[src/rtl/clk_divider_n_if.sv]
// Bundle between a divider and its user: run/divisor controls in, divided clock and status out.
// Latency: none; the interface carries no logic.
// Backpressure: none; all signals are level or single-cycle strobes.
interface clk_divider_n_if #(
    parameter int CNT_W = 8
);
    logic             en_i;
    logic [CNT_W-1:0] div_i;
    logic             div_load_i;
    logic             clk_o;
    logic             tick_o;
    logic [CNT_W-1:0] div_active_o;

    // Controller side: drives run/divisor requests, observes the divided outputs.
    modport master (
        output en_i,
        output div_i,
        output div_load_i,
        input  clk_o,
        input  tick_o,
        input  div_active_o
    );

    // Divider side.
    modport slave (
        input  en_i,
        input  div_i,
        input  div_load_i,
        output clk_o,
        output tick_o,
        output div_active_o
    );
endinterface

[src/rtl/clk_divider_n.sv]
// Runtime-programmable integer divider: clk_o = clk_i/N with N in [2, 2^CNT_W-1], tick_o per period.
// Latency: outputs are flops; clk_o/tick_o rise one clk_i cycle after en_i is first sampled high.
// Backpressure: none; a divisor load is held pending and applied only at a period boundary or while stopped.
module clk_divider_n #(
    parameter int CNT_W   = 8,
    parameter int DEF_DIV = 2
) (
    input  logic                  clk_i,
    input  logic                  rst_ni,
    clk_divider_n_if.slave        bus
);

    // Period position; always in [0, div_active-1] while running, 0 while stopped.
    logic [CNT_W-1:0] cnt;
    logic [CNT_W-1:0] div_active;
    logic [CNT_W-1:0] div_pend;
    logic             pend_vld;
    logic             clk_q;
    logic             tick_q;

    logic [CNT_W-1:0] div_clamped;
    logic [CNT_W:0]   half;
    logic             at_last;
    logic             wrap;
    logic             apply;

    // Divisors 0 and 1 are meaningless for a period counter, so they are forced to 2.
    always_comb begin
        div_clamped = bus.div_i;
        if (bus.div_i < CNT_W'(2)) begin
            div_clamped = CNT_W'(2);
        end
    end

    // High-phase length ceil(N/2) is formed one bit wider so N = 2^CNT_W-1 cannot overflow.
    // A pending divisor may only take over at a period boundary or while the divider is parked,
    // which keeps every output period whole.
    always_comb begin
        half    = ({1'b0, div_active} + (CNT_W+1)'(1)) >> 1;
        at_last = (cnt == (div_active - CNT_W'(1)));
        wrap    = bus.en_i && at_last;
        apply   = pend_vld && (wrap || !bus.en_i);
    end

    // Period counter and registered clock/tick outputs; stopping parks everything low at once.
    always_ff @(posedge clk_i) begin
        if (!rst_ni) begin
            cnt    <= '0;
            clk_q  <= 1'b0;
            tick_q <= 1'b0;
        end else if (bus.en_i) begin
            clk_q  <= ({1'b0, cnt} < half);
            tick_q <= (cnt == '0);
            cnt    <= wrap ? '0 : cnt + CNT_W'(1);
        end else begin
            cnt    <= '0;
            clk_q  <= 1'b0;
            tick_q <= 1'b0;
        end
    end

    // Pending/active divisor pair. A load coinciding with an apply lands in the slot after the
    // old pending value has moved to active, so the new value waits for the following boundary.
    always_ff @(posedge clk_i) begin
        if (!rst_ni) begin
            div_active <= CNT_W'(DEF_DIV);
            div_pend   <= '0;
            pend_vld   <= 1'b0;
        end else begin
            if (apply) begin
                div_active <= div_pend;
            end
            if (bus.div_load_i) begin
                div_pend <= div_clamped;
                pend_vld <= 1'b1;
            end else if (apply) begin
                pend_vld <= 1'b0;
            end
        end
    end

    assign bus.clk_o        = clk_q;
    assign bus.tick_o       = tick_q;
    assign bus.div_active_o = div_active;

endmodule

[src/flat_wrapper.sv]
// flat-port wrapper written by rule: the top's interface ports become plain ports
module clk_divider_n_flat 
#(
    parameter int CNT_W   = 8,
    parameter int DEF_DIV = 2
)
  (clk_i, rst_ni, bus_en_i, bus_div_i, bus_div_load_i, bus_clk_o, bus_tick_o, bus_div_active_o);
  clk_divider_n_if #(.CNT_W(CNT_W)) bus_i ();
  input  logic clk_i;
  input  logic rst_ni;
  input wire logic [$bits(bus_i.en_i)-1:0] bus_en_i;
  input wire logic [$bits(bus_i.div_i)-1:0] bus_div_i;
  input wire logic [$bits(bus_i.div_load_i)-1:0] bus_div_load_i;
  output wire logic [$bits(bus_i.clk_o)-1:0] bus_clk_o;
  output wire logic [$bits(bus_i.tick_o)-1:0] bus_tick_o;
  output wire logic [$bits(bus_i.div_active_o)-1:0] bus_div_active_o;
  assign bus_i.en_i = bus_en_i;
  assign bus_i.div_i = bus_div_i;
  assign bus_i.div_load_i = bus_div_load_i;
  assign bus_clk_o = bus_i.clk_o;
  assign bus_tick_o = bus_i.tick_o;
  assign bus_div_active_o = bus_i.div_active_o;
  clk_divider_n #(.CNT_W(CNT_W), .DEF_DIV(DEF_DIV)) u_core (.clk_i(clk_i), .rst_ni(rst_ni), .bus(bus_i));
endmodule
[config.mk]
export PLATFORM = sky130hd
export DESIGN_NAME = clk_divider_n_flat
export DESIGN_NICKNAME = d
export VERILOG_FILES = /design/src/rtl/clk_divider_n_if.sv /design/src/rtl/clk_divider_n.sv /design/src/flat_wrapper.sv
export SDC_FILE = /design/constraint.sdc
export NUM_CORES = 1
export LEC_CHECK = 0
export ABC_AREA = 1
export BUFFER_PORTS_ARGS = -buffer_cell sky130_fd_sc_hd__buf_2
export CAP_MARGIN = 20
export CORE_MARGIN = 5
export CORE_UTILIZATION = 51
export DETAILED_ROUTE_END_ITERATION = 16
export PLACE_DENSITY = 0.76
export SKIP_CTS_REPAIR_TIMING = 1
export SYNTH_ARGS = -nofsm -noshare
export SYNTH_HDL_FRONTEND = slang
export SYNTH_SLANG_ARGS = --single-unit
[constraint.sdc]
create_clock -name clk_i -period 1.9 [get_ports clk_i]
set_input_delay 0.285 -clock clk_i [delete_from_list [all_inputs] [get_ports clk_i]]
set_output_delay 0.285 -clock clk_i [all_outputs]
set_load 0.1 [all_outputs]
# --- Yosys cells after proc, flatten, opt, wreduce, memory -nomap -nowiden ---
# Cells that the tools add are included.
word_totals:
  ff_bits: 27
  output_inout_bits: 10
op_classes:
  add_sub_neg: 3
  magnitude_cmp: 2
  eq_ne: 1
  mux: 3
  bitwise_logic: 2
  reduce_logical: 8
ops:
  columns: ["operator", "count"]
  rows:
  - ["$add 8x1->9 const B", 1]
  - ["$add 8x1->8 const B", 1]
  - ["$eq 8x8->1", 1]
  - ["$logic_not 8->1", 1]
  - ["$lt 8x2->1 const B", 1]
  - ["$lt 8x8->1", 1]
  - ["$mux 8", 1]
  - ["$sub 8x1->8 const B", 1]
  - ["$reduce_or 3->1", 1]
  - ["$logic_and 1x1->1", 2]
  - ["$mux 1", 2]
  - ["$not 1->1", 2]
  - ["$reduce_and 2->1", 1]
  - ["$reduce_bool 2->1", 1]
  - ["$logic_not 1->1", 1]
  - ["$logic_or 1x1->1", 1]

# --- Longest topological paths before layout ---
# Gate-level depths: netlist (run 1).
depth:
  ltp_word: 7
  ltp_mapped: 15
  ltp_nobuf: 14

# --- Least setup slack after synthesis (run 1) ---
# OpenSTA, ideal clock, no wires.
synth_timing:
  path_type: "register to register"
  start: "reg u_core.div_active[0], in the netlist u_core.bus.div_active_o[0]"
  end: "reg u_core.div_active[1], in the netlist u_core.bus.div_active_o[1]"
  setup_ps: 132
  arrival_time_ps: 2577
  required_ps: 1768
  setup_slack_ps: -809
  path_stages_with_launch: 16
  path_buffers: 1
  synth_period_minus_slack_ps: 2709
  path_cell_list: "dfxtp_1 -> inv_1 -> ha_1 -> nand2_1 -> inv_1 -> nor2_1 -> nand2_1 -> nor2_1 -> nand3_1 -> nor2_1 -> nand2_2 -> nand2_4 -> buf_6 -> nand2_1 -> nand2_1 -> nand3_1"
synth_via:
  elab_chain_cells: 5
synth_rtl:
  columns: ["item", "line_no", "source"]
  rows:
  - ["start, declared", "clk_divider_n.sv:15", "logic [CNT_W-1:0] div_active;"]
  - ["start signal, assigned", "clk_divider_n.sv:66", "div_active <= CNT_W'(DEF_DIV);"]
  - ["start signal, assigned", "clk_divider_n.sv:71", "div_active <= div_pend;"]
  - ["$sub 8x1->8", "clk_divider_n.sv:40", "at_last = (cnt == (div_active - CNT_W'(1)));"]
  - ["$eq 8x8->1", "clk_divider_n.sv:40", null]
  - ["$logic_and 1x1->1", "clk_divider_n.sv:41", "wrap = bus.en_i && at_last;"]
  - ["$logic_or 1x1->1", "clk_divider_n.sv:42", "apply = pend_vld && (wrap || !bus.en_i);"]
  - ["$logic_and 1x1->1", "clk_divider_n.sv:42", null]
# No other way between the ends.
# A chain may end at the register's enable or synchronous reset.

# --- Worst setup path in the final report (run 1) ---
layout_timing:
  start: "reg u_core.div_active[0], in the netlist u_core.bus.div_active_o[0]"
  end: "reg u_core.clk_q, in the netlist u_core.bus.clk_o"
layout_via:
  elab_chain_cells: 2
layout_rtl:
  columns: ["item", "line_no", "source"]
  rows:
  - ["$add 8x1->9", "clk_divider_n.sv:39", "half = ({1'b0, div_active} + (CNT_W+1)'(1)) >> 1;"]
  - ["$lt 8x8->1", "clk_divider_n.sv:52", "clk_q <= ({1'b0, cnt} < half);"]
  - ["end signal, assigned", "clk_divider_n.sv:52", null]
  - ["end, declared", "clk_divider_n.sv:18", "logic clk_q;"]
# No other way between the ends.

==> results.cfg, run 1 <==
[sta]
setup_ws_ns = -0.008826
worst_pin_slew_ns = 0.5403
rsz0062_at_grt = yes
hold_viol = 0
fin_crit_ns = 1.909
slew-limit-headroom_pct = 63.93
whs_ns = 0.1907
fmax_mhz = 523.9
fin_worst_skew_ns = 0.005149
setup_viol = 1
drv_slew = 0
finalCritPeriodShare_pct = 100.5

[finish]
drive_gt1_share_pct = 23.60
seq_area_sq_um = 565.5
nFillCells = 302
syn2layout_area_growth_pct = 21.44
num_antenna_cells = 0
fin_nets = 291
finalInstanceArea_sq_um = 1984
final_common_cell = nand2_1
multi_input_area_sq_um = 1047
final_cells = 311
final_cell_mix = nand2_1, inv_1, nor2_1

[worst_setup_path]
critPathLaunchType = register
r2r-start = u_core.bus.div_active_o[0]$_SDFFE_PN0P_
critical-path-max-stage-delay_ns = 0.43
r2r_cells = 10
worstPathCellList = buf_4, ha_4, nand3_4, nor2_4, nand2_1, xor2_1, ha_1, a21oi_1, o21ai_0, nor3_2
slowest_stage = dfxtp_4
crit_path_max_fanout = 5
path_class = register to register
startpoint = u_core.bus.div_active_o[0]$_SDFFE_PN0P_
crit_required_ns = 2.17
cp_data_arrival_time_ns = 2.17
end_kind = register

[yosys]
ys_warn_count = 0
syn_area_sq_um = 1634
ys_types = 26
avgSynthCellArea_sq_um = 6.752
synth_seq_area_share_pct = 33.08
syn_nets = 265
synthCells = 242
synth_seq_cells = 27

[hold_path]
min_path_cells = 2
hold_class = primary input to register
worstHoldStart = bus_div_load_i

[grt]
grt_max_degree = 19
grt_antenna_before_repair = 0
grt_pass1_wl_mm = 5.582
grt_use_total_pct = 16.06
grt_overflow = 0
first_global_vias = 1364

[clocking]
cts_buffers = 3
cts.path.max_buffers = 2
clk_latency_ns = 0.33
h-tree-depth = 1
cts_num_sinks = 27
clk_pin_slew_ns = 0.14
cts_tree = yes
cts_root_buf = clkbuf_4

[power]
cellLeakagePower_nw = 0.8707
ir_drop_v = 0.0004318
power_density_nw_per_um2 = 640.5

[place]
gp_congestion = 0.9633
port_buffers = 21
dp_hpwl_mm = 2.622
placed_cells = 300
placed_cell_area_sq_um = 1826

[detailed_routing]
first_pass_iters = 4
wl_per_cell_um = 11.05
via_per_inst = 5.087
dr.first_iter.drc_count = 50
dr_total_vias = 1582
drc = 0
drt_wl_total_mm = 3.438
antenna_left = 0

[die]
initial_core_util_pct = 53.52
die-area_sq_um = 4436
fp-row-count = 20
core_area_sq_um = 3053
die_width_um = 66.61
ios = 22
fp.dieH_um = 66.61

[outcome]
violations = setup timing
status = complete, but fails checks

[flow_run]
maxCapViolations = 0
-- metrics by stage --
stage | util [%] | setup slack [ns] | power (mW) | TNS [ns]
floorplan | - | -0.01705 | 0.9342 | -0.03117
global placement | 59.80 | 0.04265 | 0.9945 | 0
detailed placement | 59.80 | 0.02263 | 0.9981 | 0
CTS | 60.74 | -0.00006950 | 1.240 | -0.00006950
global route | 65.00 | -0.1042 | 1.350 | -0.2080
finish | 65.00 | -0.008826 | 1.271 | -0.008826
-- synth_stat cells, drive strengths merged --
| cell type | n | area share [%] |
|---|---|---|
| nand2 | 50 | 12 |
| inv | 34 | 7.8 |
| nor2 | 30 | 7.2 |
| dfxtp | 27 | 33 |
| nand3 | 25 | 8.0 |
| a21oi | 20 | 6.1 |
| o21ai | 12 | 3.7 |
| ha | 11 | 8.4 |
| nor3 | 7 | 2.1 |
| xor2 | 6 | 3.2 |
| clkbuf | 4 | 0.92 |
| xnor2 | 4 | 2.1 |
| buf | 3 | 1.3 |
| nand4 | 3 | 1.1 |
| a211oi | 1 | 0.46 |
| a21boi | 1 | 0.46 |
| a31oi | 1 | 0.38 |
| nand3b | 1 | 0.46 |
| nor4 | 1 | 0.38 |
| o211ai | 1 | 0.46 |
-- cell type report --
cell class	instances	share of cell area, %
clock buffer	3	1.135
clock inverter	1	0.3153
inverter	34	6.936
multi-input combinational	175	52.77
sequential	27	28.50
tap	44	2.774
timing repair buffer	27	7.566
-- worst paths after layout --
| path | to | slack, ns |
|---|---|---|
| setup reg to reg | u_core.bus.clk_o$_SDFF_PN0_ | -0.009 |
| hold / removal | u_core.div_pend[2]$_SDFFE_PN0P_ | 0.19 |
| hold reg to reg | u_core.div_pend[4]$_SDFFE_PN0P_ | 0.47 |
| setup / recovery | u_core.bus.clk_o$_SDFF_PN0_ | -0.009 |
-- report_power, final --
part           internal (mW)  total, mW  leakage [nW]  switching [mW]
Sequential             0.597      0.637         0.226          0.0402
Combinational          0.119      0.387         0.626           0.268
Clock                 0.0821      0.248        0.0183           0.166
Total                  0.797       1.27         0.871           0.474
-- flip-flops by register name, summed over array words and instances, names as in the netlist --
name,flops
u_core.bus.clk_o,1
u_core.bus.div_active_o,8
u_core.bus.tick_o,1
u_core.cnt,8
u_core.div_pend,8
u_core.pend_vld,1
-- per-layer routing --
metal  global-route usage [%]  wire (um)  vias to the layer above
li1                         -          -                      838
met1                    20.25       1527                      708
met2                    27.60       1702                       29
met3                    2.530        156                        7
met4                    5.330         51                        0
met5                        0          0                        -
-- critical path: cells and delay by family, from the launching register on --
kind	cells	cell delay [ns]
simple gates	4	0.45
fa+ha+maj	2	0.45
flops	1	0.43
compound gates	2	0.25
buf+inv	1	0.14
xor+xnor	1	0.14
-- kinds of logic (layout without fill, tap and decap cells) --
| logic type | count (synthesis) | in the layout | share of synthesized area (%) |
|---|---|---|---|
| AOI/OAI and AO/OA | 36 | 36 | 11.56 |
| DFF | 27 | 27 | 33.08 |
| adders and majority gates | 11 | 11 | 8.423 |
| buffers and inverters | 41 | 65 | 10.03 |
| and+or+nand+nor | 117 | 118 | 31.55 |
| xor gates and xnor gates | 10 | 10 | 5.360 |
No activity file was read; power rests on OpenSTA's default activity.
==> run 2: changes to the inputs <==
--- a/config.mk
+++ b/config.mk
@@ -9,9 +9,9 @@
 export BUFFER_PORTS_ARGS = -buffer_cell sky130_fd_sc_hd__buf_2
 export CAP_MARGIN = 20
 export CORE_MARGIN = 5
-export CORE_UTILIZATION = 51
+export CORE_UTILIZATION = 55
 export DETAILED_ROUTE_END_ITERATION = 16
-export PLACE_DENSITY = 0.76
+export PLACE_DENSITY = 0.78
 export SKIP_CTS_REPAIR_TIMING = 1
 export SYNTH_ARGS = -nofsm -noshare
 export SYNTH_HDL_FRONTEND = slang
==> constraint.sdc (replaced) <==
create_clock -name clk_i -period 1.8 [get_ports clk_i]
set_input_delay 0.27 -clock clk_i [delete_from_list [all_inputs] [get_ports clk_i]]
set_output_delay 0.27 -clock clk_i [all_outputs]
set_load 0.1 [all_outputs]
==> run 2 against run 1 <==
  * The run still ends with setup timing left
  * Global-route usage rose by 1.9 points
  * Combinational power rose by 11%
  * Design area grew 2.3%
  * Die area is 6.2% lower
  * Clock power grew 10%
  * Critical path depth is 4 higher
  * Wire length up 3.7%
  * Sequential power increased by 5.5%
==> results.cfg, run 2 (same netlist as run 1, synthesis figures left out) <==
[worst_setup_path]
critical-path-max-stage-delay_ns = 0.40
cp_data_arrival_time_ns = 2.25
end_kind = register
crit_required_ns = 2.07
critPathLaunchType = register
path_class = register to register
slowest_stage = dfxtp_4
crit_path_max_fanout = 4
worstPathCellList = inv_4, buf_6, nor3_2, inv_1, nor2_2, inv_2, nor3_4, xnor2_1, ha_1, nand2_2, inv_2, nand3_2, a21oi_2, nor3_2
r2r_cells = 14

[finish]
final_cell_mix = nand2_1, inv_1, nor2_1
syn2layout_area_growth_pct = 24.27
finalInstanceArea_sq_um = 2031
final_common_cell = nand2_1
drive_gt1_share_pct = 28.62
num_antenna_cells = 0
fin_nets = 293

[clocking]
h-tree-depth = 1
clk_latency_ns = 0.33
cts_tree = yes
cts_root_buf = clkbuf_4
clk_pin_slew_ns = 0.15
cts_num_sinks = 27
cts.path.max_buffers = 2
cts_buffers = 3

[sta]
setup_ws_ns = -0.1846
fmax_mhz = 503.9
drv_slew = 0
setup_viol = 9
fin_worst_skew_ns = 0.007339
fin_setup_tns_ns = -0.8427
slew-limit-headroom_pct = 53.61
whs_ns = 0.1610
rsz0062_at_grt = yes
finalCritPeriodShare_pct = 110.3
hold_viol = 0
worst_pin_slew_ns = 0.6950
fin_crit_ns = 1.985

[die]
fp.dieH_um = 64.51
core_area_sq_um = 2805
die-area_sq_um = 4161
die_width_um = 64.51
initial_core_util_pct = 58.25
ios = 22
fp-row-count = 19

[grt]
grt_antenna_before_repair = 0
grt_overflow = 0
grt_max_degree = 19
grt_pass1_wl_mm = 6.085
first_global_vias = 1477
grt_use_total_pct = 17.95

[detailed_routing]
dr_wl_met3_um = 168
wl_met2_mm = 1.769
drt-met1-wl_mm = 1.545
dr_total_vias = 1589
via_per_inst = 5.297
antenna_left = 0
drc = 0
dr.first_iter.drc_count = 110
first_pass_iters = 4
routed.top_layer = met4
wl_per_cell_um = 11.88
drt_wl_total_mm = 3.564

[power]
power.share.combinational_pct = 31.2
power_density_nw_per_um2 = 676.6
cellLeakagePower_nw = 0.9023
ir_drop_v = 0.0004530
p_int_uw = 849.7
seq_power_share_pct = 48.9
switching_share_pct = 38.16
clkPwrFrac_pct = 19.9
p_switching_uw = 524.3

[hold_path]
hold_class = primary input to register
min_path_cells = 2

[place]
dp_worst_setup_slack_ns = -0.06609
dp_hpwl_mm = 2.618
gp_congestion = 0.8752
placed_cell_area_sq_um = 1859
port_buffers = 21

[outcome]
violations = setup timing
status = complete, but fails checks

[flow_run]
maxCapViolations = 0
[run 2: cell count changes in the layout (fill, tap and decap cells not counted), sizes merged]
cell,previous run,this run
buf,27,29
clkbuf,3,4
inv,35,34
[run 2: path summary, 6_finish.rpt]
kind,startpoint,end,slack [ns]
setup reg to reg,u_core.bus.div_active_o[1]$_SDFFE_PN1P_,u_core.bus.clk_o$_SDFF_PN0_,-0.18
hold reg to reg,u_core.div_pend[7]$_SDFFE_PN0P_,u_core.div_pend[7]$_SDFFE_PN0P_,0.49
hold / removal,bus_div_load_i,u_core.div_pend[3]$_SDFFE_PN0P_,0.16
setup / recovery,u_core.bus.div_active_o[1]$_SDFFE_PN1P_,u_core.bus.clk_o$_SDFF_PN0_,-0.18
[run 2: worst max-delay path: cells and delay by family (launching register included)]
family / cells / cell delay, ns
flip-flops: 1 / 0.40
XOR/XNOR: 1 / 0.09
AO/OA/AOI/OAI: 1 / 0.04
adder cells (fa/ha/maj): 1 / 0.30
AND/OR/NAND/NOR: 6 / 0.76
buffers and inverters: 5 / 0.32
[run 2: per-layer routing]
layer | global-route usage, % | up-vias
li1 | - | 843
met1 | 22.25 | 702
met2 | 31.06 | 37
met3 | 2.591 | 7
met4 | 7.652 | 0
met5 | 0 | -
[run 2: final cells by class]
class	count	area (sq um)
multi-input combinational	175	1096
fill	229	774.5
timing repair buffer	29	168.9
tap	31	38.79
sequential	27	565.5
clock buffer	4	26.28
inverter	34	135.1
[run 2: per-stage QoR]
| step | power, mW | util (%) | cells |
|---|---|---|---|
| after floorplan | 0.9858 | - | 242 |
| after global placement | 1.061 | 66.28 | 292 |
| after detailed placement | 1.066 | 66.28 | 292 |
| after CTS | 1.327 | 67.22 | 296 |
| after global routing | 1.447 | 72.39 | 300 |
| final | 1.374 | 72.39 | 300 |
[run 2: power by group through the flow]
stage / sequential, mW / clock, mW / combinational, mW
2_1_floorplan: 0.786 / 0 / 0.199
3_3_place_gp: 0.683 / 0 / 0.378
5_1_grt: 0.679 / 0.297 / 0.471
3_5_place_dp: 0.683 / 0 / 0.383
4_1_cts: 0.670 / 0.273 / 0.384
6_report: 0.672 / 0.274 / 0.428
==> run 3: changes to the inputs <==
--- a/config.mk
+++ b/config.mk
@@ -10,8 +10,9 @@
 export CAP_MARGIN = 20
 export CORE_MARGIN = 5
 export CORE_UTILIZATION = 55
+export CTS_BUF_LIST = sky130_fd_sc_hd__clkbuf_8
 export DETAILED_ROUTE_END_ITERATION = 16
-export PLACE_DENSITY = 0.78
+export PLACE_DENSITY = 0.77
 export SKIP_CTS_REPAIR_TIMING = 1
 export SYNTH_ARGS = -nofsm -noshare
 export SYNTH_HDL_FRONTEND = slang
==> run 3 against run 2 <==
  * The flow still finishes with violations (setup timing)
  * Non-clock buffer count decreased by 1
  * Sequential power barely moved
  * Design area is 0.62% lower
  * Via count shrank 1.2%
  * Register-to-register slack improved by 0.13 ns
  * Clock skew decreased by 0.0048 ns
  * Critical endpoint is now u_core.bus.div_active_o[3]$_SDFFE_PN0P_
  * Largest power group unchanged
==> results.cfg, run 3 (same netlist as run 1, synthesis figures left out) <==
[outcome]
status = complete, but fails checks
violations = setup timing

[grt]
grt_antenna_before_repair = 0
grt_use_total_pct = 17.70
grt.met1_usage_pct = 20.89
grt_overflow = 0
top_usage_layer = met2
gr-usage-met2_pct = 31.57
grt_max_degree = 19
first_global_vias = 1442
grt_pass1_wl_mm = 6.016
grt_use_met3_pct = 3.627

[place]
gp_congestion = 0.9234
dp_worst_setup_slack_ns = -0.07949
dp_hpwl_mm = 2.611
port_buffers = 21
placed_cell_area_sq_um = 1867

[finish]
finalInstanceArea_sq_um = 2018
nFillCells = 238
fin_nets = 292
seq_area_sq_um = 565.5
multi_input_area_sq_um = 1055
final_cell_mix = nand2_1, inv_1, nor2_1
syn2layout_area_growth_pct = 23.51
drive_gt1_share_pct = 26.12
num_antenna_cells = 0
final_common_cell = nand2_1
utilization_pct = 71.94

[worst_setup_path]
slowest_stage = dfxtp_4
crit_required_ns = 1.98
path_class = register to register
r2r_cells = 14
end_kind = register
crit_path_max_fanout = 8
worstPathCellList = inv_6, ha_4, nand2_1, inv_1, nor2_1, nand2_1, nor2_1, nand3_1, nor2_2, nand2_4, nand2_8, nand3_1, nand2_1, nor2_1
startpoint = u_core.bus.div_active_o[0]$_SDFFE_PN0P_
crit_cells = 14
critPathLaunchType = register
endpoint = u_core.bus.div_active_o[3]$_SDFFE_PN0P_
cp_data_arrival_time_ns = 2.03
reg2reg_setup_slack_ns = -0.06
critical-path-max-stage-delay_ns = 0.41
crit_family = simple AND/OR/NAND/NOR gates
r2r-start = u_core.bus.div_active_o[0]$_SDFFE_PN0P_
cp_num_buf_inv = 2
r2r_end = u_core.bus.div_active_o[3]$_SDFFE_PN0P_

[clocking]
h-tree-depth = 1
cts.path.max_buffers = 2
cts_root_buf = clkbuf_8
clk_latency_ns = 0.27
cts_tree = yes
cts_num_sinks = 27
cts_buffers = 3
clk_pin_slew_ns = 0.10

[sta]
fin_worst_skew_ns = 0.002519
rsz0062_at_grt = yes
drv_slew = 0
setup_ws_ns = -0.05877
fmax_mhz = 538.0
setup_viol = 17
slew-limit-headroom_pct = 50.99
hold_viol = 0
worst_pin_slew_ns = 0.7341
finalCritPeriodShare_pct = 103.3
fin_crit_ns = 1.859

[power]
cellLeakagePower_nw = 0.8937
ir_drop_v = 0.0004327
total_power_mw = 1.449
power_density_nw_per_um2 = 717.9

[die]
die-area_sq_um = 4161
die_width_um = 64.51
core_area_sq_um = 2805
fp.dieH_um = 64.51
fp-row-count = 19
initial_core_util_pct = 58.25
ios = 22

[flow_run]
maxCapViolations = 0

[detailed_routing]
wl_per_cell_um = 11.95
via_per_inst = 5.251
dr.first_iter.drc_count = 92
dr_total_vias = 1570
drt_wl_total_mm = 3.574
first_pass_iters = 4
antenna_left = 0
drc = 0

[hold_path]
hold_class = primary input to register
==> run 3: routing by layer <==
layer	share of wire (%)	up-vias	routed length, um
li1	-	834	-
met1	45	692	1614
met2	48	37	1703
met3	5.6	7	201
met4	1.5	0	55
met5	0	-	0
==> run 3: layout make-up <==
class                      instances  share of cell area [%]
clock buffer                       3                   2.046
clock inverter                     1                  0.2480
inverter                          34                   6.696
multi-input combinational        175                   52.26
sequential                        27                   28.02
tap                               31                   1.922
timing repair buffer              28                   8.803
==> run 3: worst reg2reg max path, stage by stage, from the launching register on <==
cell and delay (ns):
dfxtp_4 0.41, inv_6 0.05, ha_4 0.24, nand2_1 0.07, inv_1 0.04, nor2_1 0.08
nand2_1 0.06, nor2_1 0.11, nand3_1 0.11, nor2_2 0.16, nand2_4 0.12, nand2_8 0.11
nand3_1 0.07, nand2_1 0.09, nor2_1 0.05
==> run 3: worst min-delay path by stage <==
stage / from / endpoint / depth (start not counted)
floorplan: bus_div_load_i / u_core.div_pend[2]$_SDFFE_PN0P_ / 1
global placement: u_core.div_pend[7]$_SDFFE_PN0P_ / u_core.div_pend[7]$_SDFFE_PN0P_ / 2
detailed placement: u_core.div_pend[6]$_SDFFE_PN0P_ / u_core.div_pend[6]$_SDFFE_PN0P_ / 2
CTS: bus_div_load_i / u_core.div_pend[3]$_SDFFE_PN0P_ / 2
global route: bus_div_load_i / u_core.div_pend[3]$_SDFFE_PN0P_ / 2
finish: bus_div_load_i / u_core.div_pend[3]$_SDFFE_PN0P_ / 2
==> run 3: metrics by stage <==
| stage | setup TNS, ns | std cells | hold slack, ns |
|---|---|---|---|
| after floorplan | -0.5921 | 242 | 0.3600 |
| after global placement | -0.05444 | 293 | 0.4452 |
| after detailed placement | -0.07949 | 293 | 0.4505 |
| after CTS | -0.09134 | 297 | 0.2321 |
| after global routing | -2.450 | 299 | 0.2398 |
| final | -0.6859 | 299 | 0.2308 |
==> run 3: report_power, final <==
| group | leakage (nW) | internal, mW | switching, mW |
|---|---|---|---|
| Sequential | 0.226 | 0.629 | 0.0441 |
| Combinational | 0.642 | 0.135 | 0.290 |
| Clock | 0.0255 | 0.155 | 0.196 |
| Total | 0.894 | 0.919 | 0.529 |
